### config.mk
export PLATFORM = sky130hd
export DESIGN_NAME = credit_link_arbiter
export DESIGN_NICKNAME = d
export VERILOG_FILES = /design/src/rtl/credit_link_pkg.sv /design/src/rtl/rr_arbiter.sv /design/src/rtl/credit_link_arbiter.sv
export SDC_FILE = /design/constraint.sdc
export NUM_CORES = 1
export LEC_CHECK = 0
export CORE_ASPECT_RATIO = 0.7
export CORE_UTILIZATION = 47
export DETAILED_ROUTE_END_ITERATION = 8
export GPL_TIMING_DRIVEN = 0
export PLACE_DENSITY = 0.86
export SKIP_LAST_GASP = 1
export SYNTH_ARGS = -nofsm -noshare
export SYNTH_HDL_FRONTEND = slang
export SYNTH_SLANG_ARGS = --single-unit
### constraint.sdc
create_clock -name clk -period 7.2 [get_ports clk]
set_input_delay 1.8 -clock clk [delete_from_list [all_inputs] [get_ports clk]]
set_output_delay 1.8 -clock clk [all_outputs]
set_load 0.05 [all_outputs]
### src/rtl/credit_link_pkg.sv
// rtl/credit_link_pkg.sv - shared types and constants for the credit link sender
package credit_link_pkg;

  typedef enum logic [1:0] {
    S_RESET  = 2'd0,
    S_SYNC   = 2'd1,
    S_ACTIVE = 2'd2
  } link_state_e;

  // Shared with credit_receiver instantiations so both ends agree on the pool size.
  localparam int DEFAULT_MAX_CREDITS = 4;

  function automatic int credit_width(input int max_credits);
    return $clog2(max_credits + 1);
  endfunction

endpackage

### src/rtl/rr_arbiter.sv
// rtl/rr_arbiter.sv - combinational round-robin picker starting at a pointer
module rr_arbiter #(
  parameter int NUM_REQ = 4,
  parameter int IDX_W   = $clog2(NUM_REQ)
) (
  input  logic [NUM_REQ-1:0] req,
  input  logic [IDX_W-1:0]   ptr,
  input  logic               en,
  output logic [NUM_REQ-1:0] grant,
  output logic [IDX_W-1:0]   idx
);

  function automatic logic [IDX_W-1:0] wrap_idx(input logic [IDX_W-1:0] base,
                                                input int unsigned off);
    int unsigned s;
    s = 32'(base) + off;
    if (s >= 32'(NUM_REQ)) s = s - 32'(NUM_REQ);
    return s[IDX_W-1:0];
  endfunction

  logic             found;
  logic [IDX_W-1:0] cand;

  always_comb begin
    grant = '0;
    idx   = '0;
    found = 1'b0;
    cand  = '0;
    for (int k = 0; k < NUM_REQ; k++) begin
      cand = wrap_idx(ptr, k);
      if (en && !found && req[cand]) begin
        found       = 1'b1;
        idx         = cand;
        grant[cand] = 1'b1;
      end
    end
  end

endmodule

### src/rtl/credit_link_arbiter.sv
// rtl/credit_link_arbiter.sv - round-robin sender sharing one credit-based link
module credit_link_arbiter
  import credit_link_pkg::*;
#(
  parameter int NUM_REQ     = 4,
  parameter int DATA_W      = 8,
  parameter int MAX_CREDITS = DEFAULT_MAX_CREDITS,
  parameter int CREDIT_W    = credit_width(MAX_CREDITS),
  parameter int IDX_W       = $clog2(NUM_REQ)
) (
  input  logic                      clk,
  input  logic                      rst,
  input  logic [NUM_REQ-1:0]        req_valid,
  input  logic [NUM_REQ*DATA_W-1:0] req_data,
  output logic [NUM_REQ-1:0]        req_ready,
  output logic                      push_valid,
  output logic [DATA_W-1:0]         push_data,
  input  logic                      push_credit,
  output logic                      push_credit_stall,
  input  logic                      cfg_credit_stall,
  output logic                      push_sender_in_reset,
  input  logic                      push_receiver_in_reset,
  output logic [CREDIT_W-1:0]       credit_count,
  output logic [IDX_W-1:0]          grant_idx,
  output logic                      credit_overflow
);

  localparam logic [CREDIT_W-1:0] CREDIT_MAX = CREDIT_W'(MAX_CREDITS);

  link_state_e         state_q, state_d;
  logic [CREDIT_W-1:0] credit_q, credit_d;
  logic                push_valid_q, push_valid_d;
  logic [DATA_W-1:0]   push_data_q, push_data_d;
  logic [IDX_W-1:0]    grant_idx_q, grant_idx_d;
  logic [IDX_W-1:0]    rr_ptr_q, rr_ptr_d;
  logic                overflow_q, overflow_d;

  logic                arb_en;
  logic                accept;
  logic [NUM_REQ-1:0]  arb_grant;
  logic [IDX_W-1:0]    arb_idx;

  // Only the registered count gates a grant, so a same-cycle return cannot fund a beat.
  assign arb_en = (state_q == S_ACTIVE) && !push_receiver_in_reset && (credit_q != '0);
  assign accept = |arb_grant;

  rr_arbiter #(
    .NUM_REQ (NUM_REQ),
    .IDX_W   (IDX_W)
  ) u_rr_arbiter (
    .req   (req_valid),
    .ptr   (rr_ptr_q),
    .en    (arb_en),
    .grant (arb_grant),
    .idx   (arb_idx)
  );

  always_comb begin
    state_d      = state_q;
    credit_d     = credit_q;
    push_valid_d = 1'b0;
    push_data_d  = push_data_q;
    grant_idx_d  = grant_idx_q;
    rr_ptr_d     = rr_ptr_q;
    overflow_d   = overflow_q;

    unique case (state_q)
      S_RESET: begin
        state_d  = S_SYNC;
        credit_d = '0;
      end
      S_SYNC: begin
        credit_d = '0;
        if (!push_receiver_in_reset) state_d = S_ACTIVE;
      end
      S_ACTIVE: begin
        if (push_receiver_in_reset) begin
          state_d  = S_SYNC;
          credit_d = '0;
        end else if (push_credit && !accept) begin
          if (credit_q == CREDIT_MAX) overflow_d = 1'b1;
          else                        credit_d   = credit_q + 1'b1;
        end else if (accept && !push_credit) begin
          credit_d = credit_q - 1'b1;
        end
      end
      default: state_d = S_RESET;
    endcase

    if (accept) begin
      push_valid_d = 1'b1;
      push_data_d  = req_data[arb_idx*DATA_W +: DATA_W];
      grant_idx_d  = arb_idx;
      rr_ptr_d     = (arb_idx == IDX_W'(NUM_REQ - 1)) ? '0 : arb_idx + 1'b1;
    end
  end

  always_ff @(posedge clk or negedge rst) begin
    if (!rst) begin
      state_q      <= S_RESET;
      credit_q     <= '0;
      push_valid_q <= 1'b0;
      push_data_q  <= '0;
      grant_idx_q  <= '0;
      rr_ptr_q     <= '0;
      overflow_q   <= 1'b0;
    end else begin
      state_q      <= state_d;
      credit_q     <= credit_d;
      push_valid_q <= push_valid_d;
      push_data_q  <= push_data_d;
      grant_idx_q  <= grant_idx_d;
      rr_ptr_q     <= rr_ptr_d;
      overflow_q   <= overflow_d;
    end
  end

  assign req_ready            = arb_grant;
  assign push_valid           = push_valid_q;
  assign push_data            = push_data_q;
  assign credit_count         = credit_q;
  assign grant_idx            = grant_idx_q;
  assign credit_overflow      = overflow_q;
  assign push_sender_in_reset = (state_q != S_ACTIVE);
  assign push_credit_stall    = cfg_credit_stall || (credit_q == CREDIT_MAX) || (state_q != S_ACTIVE);

endmodule

# Word level (Yosys, flattened, before mapping)
# Index checks and enable logic that the tools add are counted.
# Widths: inputs -> output; s select.
[op_classes]
n_addsub = 10
order_cmp = 12
n_eq_ne = 9
n_shift = 1
muxes = 41
bitwise = 4
reduce_logical = 31
[ops]
columns = ["op", "count"]
rows = [
  ["$shiftx 32x6->8", 1],
  ["$mux 2", 11],
  ["$mux 4", 4],
  ["$logic_and 1x1->1", 15],
  ["$lt 2x3->1 const B", 4],
  ["$mux 1", 12],
  ["$mux 3", 4],
  ["$or 4x4->4", 3],
  ["$ge 3x3->1 const B", 3],
  ["$bmux 1 s2", 4],
  ["$demux 1 s2", 4],
  ["$ge 2x1->1 const B", 4],
  ["$sub 2x1->2 const B", 4],
  ["$add 2x2->3 const B", 2],
  ["$logic_not 1->1", 6],
  ["$ne 2x2->1 const B", 3],
  ["$pmux 2 s3", 1],
  ["$pmux 3 s2", 1],
  ["$eq 2x2->1 const B", 2],
  ["$ne 4x2->1 const B", 1],
  ["$ne 4x4->1 const B", 1],
  ["$reduce_and 4->1", 1],
  ["$reduce_or 4->1", 1],
  ["$add 2x1->3 const B", 1],
  ["14 further kinds", 15],
]
[word_totals]
reg_bits = 19
input_bits = 41
out_inout_bits = 21
word_cells = 115

# Logic depth before layout (Yosys ltp)
[logic_depth]
depth_word = 24
mapped_depth = 15
mapped_depth_nobuf = 13

# Hierarchy
# A second synthesis with hierarchy kept.
[hier_totals]
hier_cells = 147
hier_area_um2 = 1615.3
[modules_own_cells]
columns = ["mod", "n_inst", "cells_per_inst", "area_per_inst_um2", "seq_area_each_um2"]
rows = [
  ["credit_link_arbiter", 1, 79, 1053.5, 475.5],
  ["rr_arbiter", 1, 68, 561.8, 0.0],
]

# Least setup slack after synthesis
# OpenSTA, ideal clock, no wires.
[synth_path]
kind = "input to output"
startpoint = "input push_receiver_in_reset"
endpoint = "output req_ready[3]"
arrival_ns = 3.436
t_required_ns = 5.400
setup_slack_ns = 1.964
path_stages = 4
n_path_buf = 0
cell_sequence = "nor3b_2 -> o31ai_4 -> nor4b_1 -> a221o_1"
[synth_via]
elab_chain_cells = 17
word_cells_on_any_way = 23
cone_classes = "mux: 7; bitwise: 3; reduce/logical: 13"
[synth_lines]
columns = ["element", "line", "rtl"]
rows = [
  ["start: declaration", "credit_link_arbiter.sv:22", "input logic push_receiver_in_reset,"],
  ["$logic_not 1->1 (*)", "--", ""],
  ["$logic_and 1x1->1 (*) (2 in a row)", "credit_link_arbiter.sv:44", "assign arb_en = (state_q == S_ACTIVE) && !push_receiver_in_reset && (credit_q != '0);"],
  ["$logic_and 1x1->1", "rr_arbiter.sv:31", "if (en && !found && req[cand]) begin"],
  ["$mux 1", "rr_arbiter.sv:31", ""],
  ["$logic_not 1->1", "rr_arbiter.sv:31", ""],
  ["$logic_and 1x1->1 (2 in a row)", "rr_arbiter.sv:31", ""],
  ["$mux 1", "rr_arbiter.sv:31", ""],
  ["$logic_not 1->1", "rr_arbiter.sv:31", ""],
  ["$logic_and 1x1->1 (2 in a row)", "rr_arbiter.sv:31", ""],
  ["$mux 1", "rr_arbiter.sv:31", ""],
  ["$logic_not 1->1", "rr_arbiter.sv:31", ""],
  ["$logic_and 1x1->1 (2 in a row)", "rr_arbiter.sv:31", ""],
  ["$mux 4 (*)", "rr_arbiter.sv:31", ""],
  ["end: declaration", "credit_link_arbiter.sv:15", "output logic [NUM_REQ-1:0] req_ready,"],
]
# Every way passes the cells marked *; elsewhere a longest branch is shown, timed or not.

# Worst setup path in the final report
[layout_path]
startpoint = "input push_receiver_in_reset"
endpoint = "output req_ready[1]"
# Same word-level chain as after synthesis.

==> qor.yml <==
run_status: "finished, final reports clean"
multi_input_area_um2: 981
synth.cells.most_frequent: "19 x dfrtp_1, 12 x mux4_2, 10 x ha_1, 10 x nand2_1, 9 x inv_1"
syn_to_final_growth_pct: 45.8
worstSetupPathType: "in2out"
vias_per_cell: 5.91
detail-route-antenna-nets: 0
grt_pass1_wl_mm: 6.34
met1_usage: 0.303
regToRegStartpoint: "rr_ptr_q[1]$_DFFE_PN0P_"
die_h_um: 49.8
yosysTopAreaCell: "dfrtp_1"
antenna_cells: 0
track_usage: 0.234
fmax_ghz: 0.149
htree_levels: 1
pin_count: 62
max_slew_margin: 0.422
die-area_um2: 3500
met2_usage: 0.383
end_kind: "output pin"
finalHoldViolCount: 0
yosysWarnings: 0
finalWirelength_mm: 4.00
crit_required_ps: 5400
syn_area_um2: 1530
drc: 0
p_leak_uw: 0.000943
setup_tns_ps: 0
fp.dieW_um: 70.3
drive_gt1_frac: 0.203
slew_viol_final: 0
ir_drop_mv: 0.135
hpwl_mm: 3.05
antenna_found_initial: 0
rsz0062_at_grt: "no"
period_minus_slack_ps: 6700
fin_skew_ps: 6.71
ys_seq_elements: 19
ys.flop_type: "dfrtp_1"
crit_fanout: 9
cts_hold_buf: 0
fillCellCount: 195
synth_most_common_cell: "dfrtp_1"
clock-sinks: 19
cts_root_buffer: "clkbuf_8"
seq_area_frac_synth: 0.310
synth-edff-count: 0
worst_pin_slew_ps: 864
start_util: 0.521
gp_congestion: 0.788
fin_crit_sh: 0.931
grt_overflow_total: 0
clock_latency_ps: 260
clk_pin_slew_worst_paths_ps: 70
crit_start: "push_receiver_in_reset"
yosys.area.top_type_share: 0.310
grt.busiest_layer: "met2"
fin_nets: 240
grt_pass1_vias: 1288
holdCritPathClass: "reg2reg"
cts_tree: "built"
cts_buffer_depth: 2
grt_util_met3: 0.0736
power.total_uw: 539
syn_avg_cell_area_um2: 12.6
synth_cells: 122
firstDrtPassIters: 4
syn_nets: 174
maxCapViolations: 0
core_um2: 2940
vias: 1319
setup_viol: 0
worstHoldStart: "credit_overflow$_DFFE_PN0P_"
wl_per_cell_um: 17.9
port-buffer-count: 61
grt_max_degree: 20
seq_area_um2: 475
yosysUniqueCellTypes: 34
rrSetupSlack_ps: 2720
drtIter0Drc: 51
rows: 16
crit_arrival_ps: 4900
yosys-top-cells-area: "dfrtp_1 31%, mux4_2 18%, ha_1 8.2%, mux2_4 7.8%, mux2_2 3.7%"
post_cts_resized: 0
worst_setup_path_start_kind: "primary input"
async_flop_share: 1.00
post-cts-setup-buffer-count: 0
power_density_nw_per_um2: 241
cts_buffers: 3
[report_power, final]
group	total, µW	switching, µW	internal [µW]	leakage, µW
logic	308	172	136	0.000661
clock network	74.7	36.2	38.5	0.0000255
registers	156	21.1	135	0.000257
total	539	230	309	0.000943
[kinds of logic after synthesis]
| group | after synthesis | share of synthesized area |
|---|---|---|
| compound gates | 21 | 0.108 |
| xor+xnor | 1 | 0.00571 |
| fa+ha+maj | 12 | 0.101 |
| buf+inv | 14 | 0.0506 |
| flops | 19 | 0.310 |
| mux | 29 | 0.317 |
| simple gates | 26 | 0.108 |
[layer usage]
| layer | vias to the layer above | wire [µm] |
|---|---|---|
| li1 | 594 | - |
| met1 | 647 | 1710 |
| met2 | 73 | 1860 |
| met3 | 5 | 380 |
| met4 | 0 | 46 |
| met5 | - | 0 |
[cell type report]
cell class                 count  share of cell area
inverter                       9              0.0151
clock buffer                   3              0.0185
multi-input combinational     89               0.439
timing repair buffer          61               0.273
clock inverter                 1             0.00224
tap                           36              0.0201
buffer                         5              0.0196
sequential                    19               0.213
[layout by cell type (no fill, tap or decap), types with 2 or more instances in the layout]
cell type        netlist  layout
dfrtp_1               19      19
mux2_2                 5       5
o21ai_0                2       2
a21oi_1                7       7
mux2i_1                4       4
inv_1                  9       9
nor2_1                 3       3
clkbuf_8               0       3
mux4_2                12      12
buf_6                  3       3
nand2_1               10      10
buf_2                  2       2
mux2_4                 8       8
a221o_1                4       4
ha_1                  10      10
nand3b_1               5       5
clkdlybuf4s50_1        0      61
[worst max-delay path, stage by stage]
cell,delay [ps]
clkdlybuf4s50_1,470
nor3b_2,450
o31ai_4,230
nor4b_1,760
a221o_1,350
clkdlybuf4s50_1,830
[worst paths after layout]
kind                                          endpoint  cells after the start
setup / recovery                          req_ready[1]                      6
hold / removal             credit_overflow$_DFFE_PN0P_                      1
setup reg to reg           credit_count[2]$_DFFE_PN0P_                     12
hold reg to reg            credit_overflow$_DFFE_PN0P_                      1
max in group asynchronous  credit_count[1]$_DFFE_PN0P_                      1
min in group asynchronous         push_valid$_DFF_PN0_                      1
[flip-flops by register name, summed over array words and instances, names as in the netlist]
register,cells
credit_count,3
credit_overflow,1
grant_idx,2
rr_ptr_q,2
push_data,8
state_q,2
push_valid,1
[per-stage QoR]
step	setup WS (ps)	util	hold WS [ps]	cells	instance area, µm²
floorplan	1960	-	526	122	1530
global placement	678	0.744	453	219	2190
detailed placement	582	0.744	459	219	2190
CTS	577	0.760	474	223	2240
global route	447	0.760	505	223	2240
finish	497	0.760	481	223	2240
Note: power is estimated with default switching activity, not from simulation.
